==> config.mk <==
export PLATFORM = sky130hd
export DESIGN_NAME = aes_sbox_seq
export DESIGN_NICKNAME = d
export VERILOG_FILES = /design/src/rtl/aes_pkg.sv /design/src/rtl/aes_sbox_seq.sv
export SDC_FILE = /design/constraint.sdc
export NUM_CORES = 1
export LEC_CHECK = 0
export CORE_AREA = 4 4 247 249
export DETAILED_ROUTE_END_ITERATION = 10
export DIE_AREA = 0 0 251 253
export GPL_TIMING_DRIVEN = 0
export PLACE_DENSITY = 0.62
export SLEW_MARGIN = 30
export SYNTH_ARGS = -nofsm -noshare
export SYNTH_HDL_FRONTEND = slang
export SYNTH_SLANG_ARGS = --single-unit
==> constraint.sdc <==
create_clock -name clk_i -period 4.05 [get_ports clk_i]
set_input_delay 0.81 -clock clk_i [delete_from_list [all_inputs] [get_ports clk_i]]
set_output_delay 0.81 -clock clk_i [all_outputs]
set_load 0.01 [all_outputs]
==> src/rtl/aes_pkg.sv <==
// Shared AES definitions used by the serial S-Box requester.
// PRD widths, cipher op encoding and sequencer state type.
package aes_pkg;

    localparam int WidthPRDSBox     = 8;
    localparam int WidthPRDSBoxFull = 28;
    localparam int WidthPRDSBoxOut  = 20;

    typedef enum logic [1:0] {
        CIPH_FWD = 2'b01,
        CIPH_INV = 2'b10
    } ciph_op_e;

    typedef enum logic [1:0] {
        SEQ_IDLE = 2'd0,
        SEQ_PRD  = 2'd1,
        SEQ_FEED = 2'd2,
        SEQ_DONE = 2'd3
    } aes_sbox_seq_e;

endpackage

==> src/rtl/aes_sbox_seq.sv <==
// Serial requester for one shared masked S-Box: streams NumBytes bytes
// through the en/out_req/out_ack/prd_we handshake with fresh PRD per byte.
module aes_sbox_seq
    import aes_pkg::*;
#(
    parameter int NumBytes = 16,
    parameter bit ReusePrd = 1'b0
) (
    input  logic                        clk_i,
    input  logic                        rst_i,
    input  logic                        start_i,
    input  logic                        abort_i,
    input  logic [1:0]                  op_i,
    input  logic [8*NumBytes-1:0]       state_i,
    input  logic [8*NumBytes-1:0]       state_mask_i,
    output logic                        busy_o,
    output logic                        done_o,
    output logic [8*NumBytes-1:0]       state_o,
    output logic [8*NumBytes-1:0]       state_mask_o,
    output logic                        prd_req_o,
    input  logic                        prd_ack_i,
    input  logic [27:0]                 prd_i,
    output logic                        sbox_en_o,
    output logic                        sbox_prd_we_o,
    input  logic                        sbox_out_req_i,
    output logic                        sbox_out_ack_o,
    output logic [1:0]                  sbox_op_o,
    output logic [7:0]                  sbox_data_o,
    output logic [7:0]                  sbox_mask_o,
    output logic [27:0]                 sbox_prd_o,
    input  logic [7:0]                  sbox_data_i,
    input  logic [7:0]                  sbox_mask_i,
    input  logic [19:0]                 sbox_prd_i
);

    localparam int SW   = 8 * NumBytes;
    localparam int IdxW = (NumBytes > 1) ? $clog2(NumBytes) : 1;
    localparam logic [IdxW-1:0] IdxLast = IdxW'(NumBytes - 1);

    aes_sbox_seq_e               st_q, st_d;
    logic [IdxW-1:0]             idx_q, idx_d;
    logic [1:0]                  op_q, op_d;
    logic [SW-1:0]               data_q, data_d;
    logic [SW-1:0]               dmask_q, dmask_d;
    logic [SW-1:0]               res_q, res_d;
    logic [SW-1:0]               rmask_q, rmask_d;
    logic [WidthPRDSBoxFull-1:0] prd_q, prd_d;
    logic [WidthPRDSBoxOut-1:0]  sprd_q, sprd_d;
    logic                        we_q, we_d;

    always_comb begin
        st_d    = st_q;
        idx_d   = idx_q;
        op_d    = op_q;
        data_d  = data_q;
        dmask_d = dmask_q;
        res_d   = res_q;
        rmask_d = rmask_q;
        prd_d   = prd_q;
        sprd_d  = sprd_q;
        we_d    = 1'b0;
        if (abort_i) begin
            st_d    = SEQ_IDLE;
            idx_d   = '0;
            res_d   = '0;
            rmask_d = '0;
            prd_d   = '0;
            sprd_d  = '0;
        end else begin
            unique case (st_q)
                SEQ_IDLE: begin
                    if (start_i) begin
                        op_d    = op_i;
                        data_d  = state_i;
                        dmask_d = state_mask_i;
                        idx_d   = '0;
                        st_d    = SEQ_PRD;
                    end
                end
                SEQ_PRD: begin
                    if (prd_ack_i) begin
                        // Reuse mode keeps the S-Box's own leftover randomness
                        prd_d = ReusePrd ? {sprd_q, prd_i[WidthPRDSBox-1:0]}
                                         : prd_i;
                        we_d  = 1'b1;
                        st_d  = SEQ_FEED;
                    end
                end
                SEQ_FEED: begin
                    if (sbox_out_req_i) begin
                        res_d[8*idx_q +: 8]   = sbox_data_i;
                        rmask_d[8*idx_q +: 8] = sbox_mask_i;
                        sprd_d = sbox_prd_i;
                        if (idx_q == IdxLast) begin
                            st_d = SEQ_DONE;
                        end else begin
                            idx_d = idx_q + 1'b1;
                            st_d  = SEQ_PRD;
                        end
                    end
                end
                SEQ_DONE: begin
                    st_d = SEQ_IDLE;
                end
            endcase
        end
    end

    always_ff @(posedge clk_i) begin
        if (rst_i) begin
            st_q    <= SEQ_IDLE;
            idx_q   <= '0;
            op_q    <= '0;
            data_q  <= '0;
            dmask_q <= '0;
            res_q   <= '0;
            rmask_q <= '0;
            prd_q   <= '0;
            sprd_q  <= '0;
            we_q    <= 1'b0;
        end else begin
            st_q    <= st_d;
            idx_q   <= idx_d;
            op_q    <= op_d;
            data_q  <= data_d;
            dmask_q <= dmask_d;
            res_q   <= res_d;
            rmask_q <= rmask_d;
            prd_q   <= prd_d;
            sprd_q  <= sprd_d;
            we_q    <= we_d;
        end
    end

    assign busy_o         = (st_q != SEQ_IDLE);
    assign done_o         = (st_q == SEQ_DONE);
    assign prd_req_o      = (st_q == SEQ_PRD);
    assign sbox_en_o      = (st_q == SEQ_FEED);
    assign sbox_prd_we_o  = we_q;
    assign sbox_out_ack_o = sbox_en_o & sbox_out_req_i;
    assign sbox_op_o      = op_q;
    assign sbox_data_o    = data_q[8*idx_q +: 8];
    assign sbox_mask_o    = dmask_q[8*idx_q +: 8];
    assign sbox_prd_o     = prd_q;
    assign state_o        = res_q;
    assign state_mask_o   = rmask_q;

endmodule
---- Word level (Yosys, flattened, before mapping) ----
Cells that the tools add are included.
word-level totals
  register bits ........................... 549
  bits of input ports ..................... 328
  output and inout bits ................... 308
  logic and storage cells ................. 49
cells by class
  add/subtract/negate cells ............... 2
  eq/ne operators ......................... 8
  shift operators ......................... 5
  multiplexer cells ....................... 12
  bitwise logic cells ..................... 3
  reduce and logical (&&, ||, !) cells .... 10
operator list
  kind                                                    count
  bitwise mux 128 bit                                     2
  indexed part select 128 x 8 -> 8 bit                    2
  indexed part select 8 x 34 -> 128 bit                   2
  variable shift 8 x 34 -> 128 bit, first input constant  1
  negator 7 -> 34 bit                                     1
  2-to-1 mux 4 bit                                        3
  2-to-1 mux 2 bit                                        4
  one-hot mux 2 bit (4 select lines)                      1
  one-hot mux 4 bit (2 select lines)                      1
  AND reduction 3 bit                                     2
  adder 4 x 1 -> 4 bit, second input constant             1
  equality test 2 bit, second input constant              2
  equality test 4 bit, second input constant              1
  != test 2 x 1 -> 1 bit, second input constant           2
  != test 2 bit, second input constant                    2
  AND reduction 2 bit                                     2
  AND reduction 4 bit                                     1
  nonzero test 2 bit                                      2
  OR reduction 3 bit                                      1
  equality test 2 x 1 -> 1 bit, second input constant     1
  zero test 2 bit                                         1
  inverter 1 bit                                          2
  OR reduction 2 bit                                      1
  AND 1 bit                                               1
  2-to-1 mux 1 bit                                        1

---- Longest topological paths before layout ----
  depth after elaboration ................. 4
  depth in mapped cells ................... 12
  gate-level depth less buffers ........... 7

---- Worst setup path before layout ----
No wires, ideal clock.
  path type ............................... register to register
  start ................................... reg idx_q[3]
  end ..................................... reg res_q[64] (netlist: state_o[64])
  library setup time ...................... 72 ps
  arrival time ............................ 3,192 ps
  data required time ...................... 3,978 ps
  slack ................................... 786 ps
  cell stages (with the launch flop) ...... 12
  buffers on the path ..................... 5
  period minus slack after synthesis ...... 3,264 ps
  cell sequence ........................... dfxtp_1 -> clkbuf_1 -> clkinv_1 -> clkbuf_1 -> ha_1 -> buf_2 -> and4b_1 -> clkbuf_1 -> o21ai_0 -> a2111oi_4 -> buf_8 -> mux2i_1
on the way
  cells in the longest elaborated chain, start to end .. 3
  elaborated cells between the ends (all ways) .. 4
  classes of those cells .................. 1 x add/sub; 2 x shift; 1 x mux
ends and longest elaborated chain
  what                                                                                              line                 text
  start, declared                                                                                   aes_sbox_seq.sv:41   logic [IdxW-1:0] idx_q, idx_d;
  start signal, assigned                                                                            aes_sbox_seq.sv:123  idx_q <= idx_d;
  negator 7 -> 34 bit *                                                                             aes_sbox_seq.sv:91   res_d[8*idx_q +: 8] = sbox_data_i;
  indexed part select 8 x 34 -> 128 bit / variable shift 8 x 34 -> 128 bit (equally long branches)  aes_sbox_seq.sv:91
  bitwise mux 128 bit *                                                                             aes_sbox_seq.sv:91
  end signal, assigned                                                                              aes_sbox_seq.sv:127  res_q <= res_d;
  end, declared                                                                                     aes_sbox_seq.sv:45   logic [SW-1:0] res_q, res_d;
Every way passes the cells marked *; elsewhere a longest branch is shown, timed or not.
A chain may end at the register's enable or synchronous reset.

---- Worst setup path after layout ----
  start ................................... reg idx_q[1]
  end ..................................... out sbox_data_o[1]
on the way
  cells in the longest elaborated chain, start to end .. 1
ends and longest elaborated chain
  what                                  line                 text
  indexed part select 128 x 8 -> 8 bit  aes_sbox_seq.sv:142  assign sbox_data_o = data_q[8*idx_q +: 8];
  end, declared                         aes_sbox_seq.sv:28   output logic [7:0] sbox_data_o,
No other way between the ends.

==> summary.txt <==
Outcome: finished clean
Post-route ant nets: 0
DRC: 0
Post-synthesis cell area: 22100 um2
F_max: 0.251 GHz
Worst slew pin tran: 0.999 ns
Reg2Reg Capture Point: state_o[68]$_SDFFE_PP0P_
Chip width: 251 um
GR Overflow Total: 0
Multiplexer area fraction after synthesis: 10.5%
Final TNS setup: 0 ns
First-pass GRT wire length: 136000 um
CP endpoint kind: primary output
Die area: 63500 um2
EDFF count, synth: 0
WL per Instance: 22.6 um
Core area: 58700 um2
Xor/xnor share of the synthesized area: 0.0396%
Multi-input logic area: 10500 um2
CTS Buf Count: 57
CP startpoint kind: flip-flop
Initial antenna violation count: 10
P_leak: 10.8 nW
Synth cell types: 50
Largest family of logic cells by synthesized area: simple AND/OR/NAND/NOR gates
Maximum capacitance violations: 0
Synth top area cells: dfxtp_1, nand2_1, a21oi_1
Worst-path maximum fanout: 10
Top_reg_cell synth: dfxtp_1
Via/cell ratio: 5.26
WS Path Type: reg2out
Final setup margin: 0.0653 ns
I/O pin cnt: 636
Yosys top cell area share: 49.6%
CTS H-tree depth: 2
Final Non-Filler Cells: 4174
Worst Path Required: 3.24 ns
Reg area: 11000 um2
Clock sinks: 549
Final clock skew: 0.0256 ns
GPL Wtd Cong: 0.932
Clock Latency Late Sink: 0.63 ns
Setup WS pre-CTS: -0.726 ns
Initial Util: 37.7%
Placed cell count: 4060
Initial DRC count: 1544
Nets: 3685
Fill cells: 5419
Clock buffer depth: 3
Final min period: 3.98 ns
Share of cells above drive strength 1: 7.18%
Cell area after layout: 31700 um2
Pin count of the biggest net entering global routing: 16
HP Class: reg2reg
Gate Count Post-Synth: 2674
Max-slew violations: 0
Power density cells: 385 nW/um2
DP Area: 29200 um2
R2R setup slack: 0.23 ns
First-pass iteration count of the detailed router: 6
Syn Nets: 3008
Fin. Hold Viols: 0
# hold bufs at CTS: 0
I/O Buffers: 613
Register area share after synthesis: 49.6%
Area grow syn2layout: 43.0%
Simple-gate share of the synthesized area: 21.7%
Adder-cell area share of the yosys netlist: 0.339%
WP data arrival: 3.17 ns
HPWL after DPL: 75800 um
Final worst path period share: 98.4%
Worst slew margin relative to its limit: 33.4%
Synth warn: 0
Post-Route WL: 94400 um
Final setup fails: 0
Avg Cell Area, Syn: 8.28 um2
TritonCTS clock tree: built
GRT Util Overall: 28.1%
Worst flop-to-flop path startpoint: idx_q[3]$_SDFFE_PP0P_
Peak VDD IR: 318 uV
Number of synthesized register bits: 549
Worst Hold Endpoint: dmask_q[49]$_SDFFE_PP0P_
Fraction of synthesis flops using an asynchronous set or reset pin: 0%
Hold path depth: 2
Total number of vias: 22000
Clock root buffer: clkbuf_16
Number of global-route vias before repair: 21700
Synth Area in Compound Gates: 13.5%
Die Height: 253 um
Cell taking the most area after synthesis: dfxtp_1
Reg2Reg Depth: 11
Hold_sp: dmask_q[49]$_SDFFE_PP0P_
Row count: 89
Clock transition at the registers of the reported paths: 0.06 ns
## logic make-up (layout without fill, tap and decap cells)
logic type               count (synthesis)  in the layout
flip-flops                             549            549
AND/OR/NAND/NOR                       1148           1148
other                                    0              2
AO/OA/AOI/OAI                          540            540
buffers and inverters                  238            963
adder cells (fa/ha/maj)                  6              6
XOR/XNOR                                 1              1
multiplexers                           192            192
## per-layer routing
metal / track usage (%) / wire [um] / vias up
met5: 0 / 110 / -
met4: 10.4 / 3890 / 16
met3: 6.58 / 7790 / 202
met2: 51.2 / 47300 / 936
met1: 32.2 / 35300 / 10500
li1: - / - / 10400
## worst max-delay path, stage by stage (launching register included)
cell and delay (ns):
dfxtp_2 0.37, buf_4 0.21, nor2_1 0.40, clkbuf_2 0.45, a221oi_2 0.12, buf_4 0.17, a22oi_1 0.17, o21ai_2 0.12
clkdlybuf4s50_1 0.52
## cell type report
class,count,area share [%]
antenna,2,0.0158
buffer,233,3.25
clock buffer,85,5.44
clock inverter,22,0.850
inverter,5,0.0633
multi-input combinational,1887,33.0
sequential,549,34.7
tap,773,3.06
timing repair buffer,618,19.5
## layout by cell type (no fill, tap or decap), types with 25 or more instances in the layout
cell	instances
nand2_1	845
clkdlybuf4s50_1	608
dfxtp_1	546
a21oi_1	451
clkbuf_1	192
mux2i_1	160
nand3_1	122
nor2_1	63
clkbuf_16	57
nand2b_1	35
mux4_2	32
a221oi_2	25
## synthesized netlist by cell type (6+ instances only)
| master | instances |
|---|---|
| nand2_1 | 845 |
| a221oi_1 | 32 |
| mux4_2 | 32 |
| a22oi_1 | 16 |
| buf_2 | 11 |
| nor2_1 | 63 |
| o21ai_0 | 20 |
| nor2b_1 | 7 |
| or2_2 | 19 |
| nand4_1 | 8 |
| ha_1 | 6 |
| and3_1 | 22 |
| clkbuf_1 | 201 |
| mux2i_1 | 160 |
| nand3_1 | 122 |
| nand2b_1 | 35 |
| a21oi_1 | 451 |
| buf_1 | 17 |
| dfxtp_1 | 549 |
## flip-flops by register name, indices dropped and copies added (netlist names)
name and count:
sbox_prd_we_o 1, sbox_prd_o 28, state_o 128, idx_q 4, st_q 2, sbox_op_o 2
state_mask_o 128, data_q 128, dmask_q 128
## power breakdown
part	total [W]	internal, W	leakage (nW)	switching (W)
Sequential	0.00560	0.00552	4.45	0.0000767
Clock	0.00555	0.00326	0.982	0.00229
Combinational	0.00105	0.000474	5.35	0.000572
Total	0.0122	0.00925	10.8	0.00294
## stage by stage
step	total power, W	util [%]	hold WS (ns)
2_1_floorplan	0.00613	-	0.433
3_3_place_gp	0.00673	49.8	0.440
3_5_place_dp	0.00674	49.8	0.444
4_1_cts	0.0122	53.8	0.452
5_1_grt	0.0125	53.9	0.466
6_report	0.0122	53.9	0.451
## worst max path at each step
stage,start,endpoint,slack [ns],cells after the start
after detailed placement,idx_q[0]$_SDFFE_PP0P_,sbox_data_o[7],-0.73,7
after global routing,idx_q[1]$_SDFFE_PP0P_,sbox_data_o[1],-0.01,8
after global placement,idx_q[0]$_SDFFE_PP0P_,sbox_data_o[7],-0.76,7
final,idx_q[1]$_SDFFE_PP0P_,sbox_data_o[1],0.07,8
after CTS,idx_q[1]$_SDFFE_PP0P_,sbox_data_o[3],-0.03,7
after floorplan,idx_q[3]$_SDFFE_PP0P_,state_o[64]$_SDFFE_PP0P_,0.79,11
## timing repair
item | in CTS | in global routing
endpoints found under the setup margin | 89 | 27
pin swaps | 8 | 1
cloned | 0 | 0
buffers inserted | 5 | 0
resized for setup | 93 | 27
Power figures use the tool's default switching activity.
